--- config.mk ---
export PLATFORM = sky130hd
export DESIGN_NAME = comar_mux_sched
export DESIGN_NICKNAME = d
export VERILOG_FILES = /design/src/rtl/comar_mux_sched.sv
export SDC_FILE = /design/constraint.sdc
export NUM_CORES = 1
export LEC_CHECK = 0
export CORE_MARGIN = 2
export CORE_UTILIZATION = 40
export CTS_BUF_LIST = sky130_fd_sc_hd__clkbuf_8
export DETAILED_ROUTE_END_ITERATION = 6
export PLACE_DENSITY = 0.83
export SLEW_MARGIN = 30
export SYNTH_ARGS = -nofsm -noshare
export SYNTH_HDL_FRONTEND = slang
export SYNTH_SLANG_ARGS = --single-unit
--- constraint.sdc ---
create_clock -name clk -period 2.85 [get_ports clk]
set_clock_uncertainty 0.05 [all_clocks]
set_input_delay 0.7125 -clock clk [delete_from_list [all_inputs] [get_ports clk]]
set_output_delay 0.7125 -clock clk [all_outputs]
set_load 0.01 [all_outputs]
--- src/rtl/comar_mux_sched.sv ---
`default_nettype none
// +-----------------------------------------------------------------------------------+
// | comar_mux_sched -- two-requester round-robin issue scheduler for a masked mux2    |
// |   gadget, with response tracking. COMAR_SCHED_LFSR_EN selects internal LFSR masks. |
// | Revision: 1.0                                                                     |
// +-----------------------------------------------------------------------------------+
module comar_mux_sched #(
  parameter int          LATENCY   = 2,
  parameter logic [30:0] LFSR_SEED = 31'h2A5F_1C3B
) (
  input  logic       clk,
  input  logic       rst,
  input  logic       req0_valid,
  input  logic       req1_valid,
  output logic       req0_ready,
  output logic       req1_ready,
  input  logic [1:0] req0_a,
  input  logic [1:0] req0_b,
  input  logic [1:0] req0_s,
  input  logic [1:0] req1_a,
  input  logic [1:0] req1_b,
  input  logic [1:0] req1_s,
  output logic [1:0] mux_a,
  output logic [1:0] mux_b,
  output logic [1:0] mux_s,
  output logic [5:0] mux_r,
  input  logic [1:0] mux_c,
  output logic       rsp_valid,
  output logic       rsp_id,
  output logic [1:0] rsp_c
`ifndef COMAR_SCHED_LFSR_EN
  ,
  input  logic [5:0] rnd_in,
  input  logic       rnd_valid,
  output logic       rnd_ack
`endif
);

  logic             prio_q, prio_d;
  logic [1:0]       mux_a_q, mux_a_d, mux_b_q, mux_b_d, mux_s_q, mux_s_d;
  logic [5:0]       mux_r_q, mux_r_d;
  logic [LATENCY:0] pipe_v_q, pipe_v_d, pipe_id_q, pipe_id_d;
  logic             rsp_valid_q, rsp_valid_d, rsp_id_q, rsp_id_d;
  logic [1:0]       rsp_c_q, rsp_c_d;
  logic             issue_ok, gnt0, gnt1, xfer;

`ifdef COMAR_SCHED_LFSR_EN
  localparam logic [30:0] SEED_EFF = (LFSR_SEED == 31'h0) ? 31'h1 : LFSR_SEED;
  logic [30:0] lfsr_q, lfsr_d, lfsr_adv;

  // Six Fibonacci steps of x^31+x^28+1; the six newest bits land in [5:0].
  always_comb begin
    lfsr_adv = lfsr_q;
    for (int i = 0; i < 6; i++) begin
      lfsr_adv = {lfsr_adv[29:0], lfsr_adv[30] ^ lfsr_adv[27]};
    end
    lfsr_d = xfer ? lfsr_adv : lfsr_q;
  end

  always_ff @(posedge clk) begin
    if (rst) lfsr_q <= SEED_EFF;
    else     lfsr_q <= lfsr_d;
  end

  assign issue_ok = 1'b1;
`else
  assign issue_ok = rnd_valid;
  assign rnd_ack  = xfer;
`endif

  // prio_q=1 gives requester 1 precedence when both are valid.
  assign gnt0 = !rst && issue_ok && req0_valid && (!req1_valid || !prio_q);
  assign gnt1 = !rst && issue_ok && req1_valid && (!req0_valid ||  prio_q);
  assign xfer = gnt0 | gnt1;

  always_comb begin
    prio_d      = prio_q;
    mux_a_d     = mux_a_q;
    mux_b_d     = mux_b_q;
    mux_s_d     = mux_s_q;
    mux_r_d     = mux_r_q;
    if (xfer) begin
      prio_d  = gnt0;
      mux_a_d = gnt1 ? req1_a : req0_a;
      mux_b_d = gnt1 ? req1_b : req0_b;
      mux_s_d = gnt1 ? req1_s : req0_s;
`ifdef COMAR_SCHED_LFSR_EN
      mux_r_d = lfsr_adv[5:0];
`else
      mux_r_d = rnd_in;
`endif
    end
    pipe_v_d    = {pipe_v_q[LATENCY-1:0], xfer};
    pipe_id_d   = {pipe_id_q[LATENCY-1:0], gnt1};
    rsp_valid_d = pipe_v_q[LATENCY];
    rsp_id_d    = rsp_id_q;
    rsp_c_d     = rsp_c_q;
    if (pipe_v_q[LATENCY]) begin
      rsp_id_d = pipe_id_q[LATENCY];
      rsp_c_d  = mux_c;
    end
  end

  always_ff @(posedge clk) begin
    if (rst) begin
      prio_q      <= 1'b0;
      mux_a_q     <= '0;
      mux_b_q     <= '0;
      mux_s_q     <= '0;
      mux_r_q     <= '0;
      pipe_v_q    <= '0;
      pipe_id_q   <= '0;
      rsp_valid_q <= 1'b0;
      rsp_id_q    <= 1'b0;
      rsp_c_q     <= '0;
    end else begin
      prio_q      <= prio_d;
      mux_a_q     <= mux_a_d;
      mux_b_q     <= mux_b_d;
      mux_s_q     <= mux_s_d;
      mux_r_q     <= mux_r_d;
      pipe_v_q    <= pipe_v_d;
      pipe_id_q   <= pipe_id_d;
      rsp_valid_q <= rsp_valid_d;
      rsp_id_q    <= rsp_id_d;
      rsp_c_q     <= rsp_c_d;
    end
  end

  assign req0_ready = gnt0;
  assign req1_ready = gnt1;
  assign mux_a      = mux_a_q;
  assign mux_b      = mux_b_q;
  assign mux_s      = mux_s_q;
  assign mux_r      = mux_r_q;
  assign rsp_valid  = rsp_valid_q;
  assign rsp_id     = rsp_id_q;
  assign rsp_c      = rsp_c_q;

endmodule
`default_nettype wire

==> metrics.yaml, run 1 <==
synth_nets: 111
nets: 159
worst_slack_ns: 0.222
hold_viol_final: 0
ir_drop_mv: 0.427
hp-class: "register to register"
htree_num_levels: 1
post_cts_buffers: 0
core_um2: 1960
crit_arrival_ns: 1.87
clock_sinks: 23
grt_pass1_vias: 678
syn-instance-count: 86
finalCritPeriodShare_pct: 92.2
ios: 44
finalPower_uw: 644
dp_hpwl_um: 1460
syn_to_final_growth_pct: 62.7
overflow: 0
viasPerCell: 4.79
n_antenna_cell: 0
die_width_um: 49.6
critPathMaxFanout: 4
crit_slowest_cell: "clkdlybuf4s50_1"
initial_utilization_pct: 42.4
chipHeight_um: 49.6
clockBufferDepth: 2
status: "finished, final reports clean"
drive_gt1_share_pct: 8.27
ant_nets: 0
clkLatencyLatePin_ns: 0.26
fin_util_pct: 69.0
place_area_um2: 1300
setup_viol: 0
syn_area_um2: 832
rows: 16
path_cells: "clkdlybuf4s50_1 -> nand2b_1 -> and3_1 -> dlygate4sd2_1"
rsz0062_at_grt: "no"
slew_viol_final: 0
slowest_delay_ns: 0.55
io_buffers: 43
crit_path_start_kind: "input port"
worst_pin_slew_ns: 0.210
slew_headroom_pct: 86.0
gp_congestion: 0.736
cts_tree: "done"
die_area_um2: 2460
synth_seq_cells: 23
cts_root_buf: "clkbuf_8"
end_kind: "output port"
drv_cap: 0
drt_pre_antenna_iters: 4
critPathRequiredTime_ns: 2.09
instances_no_fill: 160
wl_per_cell_um: 11.9
syn_avg_cell_area_um2: 9.67
yosysUniqueCellTypes: 19
synth-seq-area-share_pct: 55.3
antenna_found_initial: 0
dpl.cell_count: 156
grt_first_pass_wirelength_um: 3150
setup_tns_ns: 0
design_area_um2: 1350
hold_ws_ns: 0.393
power_density_nw_per_um2: 475
track_usage_pct: 16.5
drc: 0
cts.clk_slew.worst_paths_ns: 0.08
pre_cts_ws_ns: -0.0691
grt_max_degree: 22
dr_total_vias: 766
yosys_warnings: 0
drtIter0Drc: 16
routed_wl_um: 1900
cellLeakagePower_nw: 0.540
min_period_ns: 2.63
cts_made_buffers: 3
crit_type: "input port to output port"
timing.fmax_mhz: 381
==> kinds of logic after synthesis <==
family,share of synthesized area (%)
DFF,55.3
muxes,10.8
AOI/OAI and AO/OA,11.0
and+or+nand+nor,19.1
buffers and inverters,3.76
==> final timing paths <==
| check | from | endpoint | slack (ns) | cells past startpoint |
|---|---|---|---|---|
| min | pipe_id_q[1]$_SDFF_PP0_ | pipe_id_q[2]$_SDFF_PP0_ | 0.39 | 1 |
| min reg2reg | pipe_id_q[1]$_SDFF_PP0_ | pipe_id_q[2]$_SDFF_PP0_ | 0.39 | 1 |
| max reg2reg | prio_q$_SDFFE_PP0P_ | mux_a[1]$_SDFFE_PP0P_ | 1.48 | 5 |
| max | req0_valid | req1_ready | 0.22 | 4 |
==> repair_timing <==
item | CTS | global route
gates resized for setup | 3 | 1
gates cloned | 0 | 0
endpoints found under the setup margin | 3 | 1
endpoints found under the hold margin | 0 | 0
hold buffers | 0 | 0
==> cell usage after synthesis <==
cell type  instances  area [µm²]
o31ai_1            1        7.51
inv_2              1        3.75
buf_2              1        5.00
mux2i_1            9        90.1
o21ai_2            1        8.76
nand3_1            1        5.00
o21bai_1           1        7.51
a211oi_1           5        37.5
buf_6              1        11.3
and3_1             3        18.8
a21oi_1            6        30.0
clkbuf_1           2        7.51
inv_1              1        3.75
nor2b_1            5        31.3
dfxtp_1           23         460
nand2_1           14        52.6
nand2b_1           2        12.5
nor2_1             8        30.0
nor2b_2            1        8.76
==> placed cells by master, fill, tap and decap left out, types with 2 or more instances in the layout <==
| cell type | count |
|---|---|
| nand2_1 | 14 |
| clkbuf_8 | 3 |
| and3_1 | 3 |
| nor2_1 | 8 |
| dlygate4sd2_1 | 2 |
| a211oi_1 | 5 |
| buf_4 | 4 |
| mux2i_1 | 9 |
| nand2b_1 | 2 |
| dfxtp_1 | 23 |
| a21oi_1 | 6 |
| clkdlybuf4s50_1 | 40 |
| nor2b_1 | 5 |
==> critical path: cells and delay by family <==
family | cells | cell delay (ns)
simple gates | 2 | 0.31
buf+inv | 2 | 0.84
==> cell type report <==
cell class / instances / area (µm²)
Multi-Input combinational cell: 57 / 345
Tap cell: 27 / 33.8
Sequential cell: 23 / 460
Clock inverter: 1 / 5.00
Fill cell: 171 / 608
Clock buffer: 3 / 41.3
Inverter: 2 / 7.51
Timing Repair Buffer: 47 / 460
==> layer usage <==
layer / global-route usage, % / up-vias / part of all wire, %
li1: - / 381 / -
met1: 19.9 / 341 / 41
met2: 26.9 / 42 / 49
met3: 6.36 / 2 / 9.8
met4: 5.56 / 0 / 0.42
met5: 0 / - / 0
==> registers in the layout, summed over array words and instances (netlist names) <==
| signal | count |
|---|---|
| rsp_valid | 1 |
| mux_s | 2 |
| rsp_c | 2 |
| rsp_id | 1 |
| mux_b | 2 |
| pipe_v_q | 3 |
| mux_a | 2 |
| mux_r | 6 |
| pipe_id_q | 3 |
| prio_q | 1 |
==> power by group <==
group / switching, mW / internal [mW]
combinational: 0.0388 / 0.0647
sequential: 0.00676 / 0.335
clock: 0.101 / 0.0973
Note: power is estimated with default switching activity, not from simulation.
==> run 2: changes to the inputs <==
CORE_MARGIN = 4   (was 2)
MAX_ROUTING_LAYER = met4   (was not set)
PLACE_DENSITY = 0.93   (was 0.83)
==> run 2 against run 1 <==
Net effect:
- sequential share of layout area is 0.16 points lower
- cell area up 0.46%
- critical path depth rose by 1
- sequential cell count unchanged
- critical endpoint is now req0_ready
- hold slack worse by 0.0024 ns
- total power fell by 1.7%
- cell count is 0.63% higher
==> metrics.yaml, run 2 (synthesis results as in run 1) <==
largest_reg_flops: 6  # unchanged
drc: 0  # unchanged
ios: 44  # unchanged
dp_hpwl_um: 1600  # +9.7%
status: "finished, final reports clean"
design_area_um2: 1360  # +0.46%
hp-class: "register to register"
r2r.worst_path.cells: 5  # unchanged
htree_num_levels: 1  # unchanged
nets: 160  # +0.63%
ant_nets: 0  # unchanged
cts_tree: "done"
wl_per_cell_um: 12.7  # +6.6%
worstHoldStart: "pipe_id_q[1]$_SDFF_PP0_"
io_buffers: 43  # unchanged
power_density_nw_per_um2: 465  # -2.1%
fin_util_pct: 69.3  # +0.32 points
cts_made_buffers: 3  # unchanged
syn_to_final_growth_pct: 63.5
netSwitchingFraction_pct: 21.6  # -1.2 points
layout_commonest_cell: "clkdlybuf4s50_1"
critPathRequiredTime_ns: 2.09  # about the same
cellLeakagePower_nw: 0.546  # +1.2%
rsz0062_at_grt: "no"
rows: 16  # unchanged
slew_headroom_pct: 85.5  # -0.54 points
cts.clk_slew.worst_paths_ns: 0.07  # about the same
setup_viol: 0  # unchanged
finalCritPeriodShare_pct: 94.6  # +2.4 points
die_width_um: 53.6  # +8.1%
dr_total_vias: 750  # -2.1%
timing.fmax_mhz: 371  # -2.5%
clkLatencyLatePin_ns: 0.25  # about the same
initial_utilization_pct: 42.4  # unchanged
end_kind: "output port"
grt_max_degree: 22  # unchanged
grt_first_pass_wirelength_um: 3230  # +2.6%
rr_startpoint: "prio_q$_SDFFE_PP0P_"
rrSetupSlack_ns: 1.49  # about the same
ir_drop_mv: 0.299  # -30%
clock_sinks: 23  # unchanged
crit_type: "input port to output port"
drtIter0Drc: 5  # -11
antenna_found_initial: 0  # unchanged
cts_root_buf: "clkbuf_8"
place_area_um2: 1300  # unchanged
n_antenna_cell: 0  # unchanged
hold_ws_ns: 0.391  # -0.00237 ns
crit_arrival_ns: 1.93  # +0.06 ns
chipHeight_um: 53.6  # +8.1%
final_cell_mix: "clkdlybuf4s50_1 (40), dfxtp_1 (23), nand2_1 (14), mux2i_1 (9), nor2_1 (8)"
drive_gt1_share_pct: 8.21  # -0.062 points
die_area_um2: 2870  # +17%
finalPower_uw: 633  # -1.7%
overflow: 0  # unchanged
cellInternalPower_uw: 496  # -0.12%
clkPwrFrac_pct: 29.4  # -1.4 points
viasPerCell: 4.66  # -2.7%
grt_pass1_vias: 701  # +3.4%
seqPwrFrac_pct: 54.0  # +0.9 points
track_usage_pct: 16.2  # -0.30 points
worst_pin_slew_ns: 0.218  # +0.00775 ns
slew_viol_final: 0  # unchanged
hold_end: "pipe_id_q[2]$_SDFF_PP0_"
gp_congestion: 0.662  # -10%
drt_pre_antenna_iters: 2  # -2
critPathMaxFanout: 3  # -1
core_um2: 1960  # unchanged
r2r-end: "mux_a[1]$_SDFFE_PP0P_"
routed_wl_um: 2040  # +7.3%
min_path_cells: 1  # unchanged
drv_cap: 0  # unchanged
clockBufferDepth: 2  # unchanged
p_sw_uw: 137  # -6.9%
crit_path_start_kind: "input port"
hold_viol_final: 0  # unchanged
comb_power_share_pct: 16.6  # +0.5 points
min_period_ns: 2.70  # +0.0683 ns
## run 2: cell types whose count changed in the layout (fill, tap and decap cells not counted)
cell | previous run | this run
clkinv_2 | 1 | 0
buf_4 | 4 | 5
inv_1 | 1 | 2
## run 2: final cells by class
| class | instances | area, µm² |
|---|---|---|
| Fill cell | 165 | 602 |
| Timing Repair Buffer | 48 | 468 |
| Sequential cell | 23 | 460 |
| Tap cell | 27 | 33.8 |
| Clock buffer | 3 | 41.3 |
| Multi-Input combinational cell | 57 | 345 |
| Inverter | 2 | 7.51 |
| Clock inverter | 1 | 3.75 |
## run 2: stage by stage
| step | instances | setup WS [ns] | TNS [ns] |
|---|---|---|---|
| finish | 161 | 0.154 | 0 |
| global route | 161 | 0.0720 | 0 |
| CTS | 160 | 0.0181 | 0 |
| detailed placement | 156 | -0.0997 | -0.175 |
| global placement | 156 | -0.0336 | -0.0347 |
| floorplan | 86 | 0.784 | 0 |
## run 2: worst max-delay path, stage by stage
cell and delay [ns]:
clkdlybuf4s50_1 0.50, nor2b_4 0.18, buf_4 0.12, and3_1 0.15
dlygate4sd2_1 0.26
## run 2: worst max path at each step
stage                   start          to  slack [ns]  cells past startpoint
floorplan           rnd_valid     rnd_ack        0.78                      4
global placement    rnd_valid  req1_ready       -0.03                      4
detailed placement  rnd_valid  req1_ready        -0.1                      4
CTS                 rnd_valid     rnd_ack        0.02                      5
global route        rnd_valid  req0_ready        0.07                      5
finish              rnd_valid  req0_ready        0.15                      5
## run 2: power by group through the flow
stage | combinational, mW | clock, mW | sequential, mW
final | 0.105 | 0.186 | 0.342
after global routing | 0.115 | 0.211 | 0.343
after CTS | 0.105 | 0.190 | 0.342
after detailed placement | 0.104 | 0 | 0.349
after global placement | 0.101 | 0 | 0.349
after floorplan | 0.0331 | 0 | 0.353
## run 2: timing repair
item | CTS | global route
hold endpoints to repair | 0 | 0
endpoints found under the setup margin | 3 | 1
buffers inserted | 0 | 1
resized for setup | 3 | 1
hold buffers | 0 | 0
## run 2: metal layers
| layer | GRT usage (%) | wire (µm) | vias to the layer above |
|---|---|---|---|
| met5 | - | 0 | - |
| li1 | - | - | 381 |
| met2 | 29.0 | 1080 | 26 |
| met3 | 3.60 | 124 | 0 |
| met1 | 18.3 | 833 | 343 |
| met4 | 3.83 | 0 | 0 |
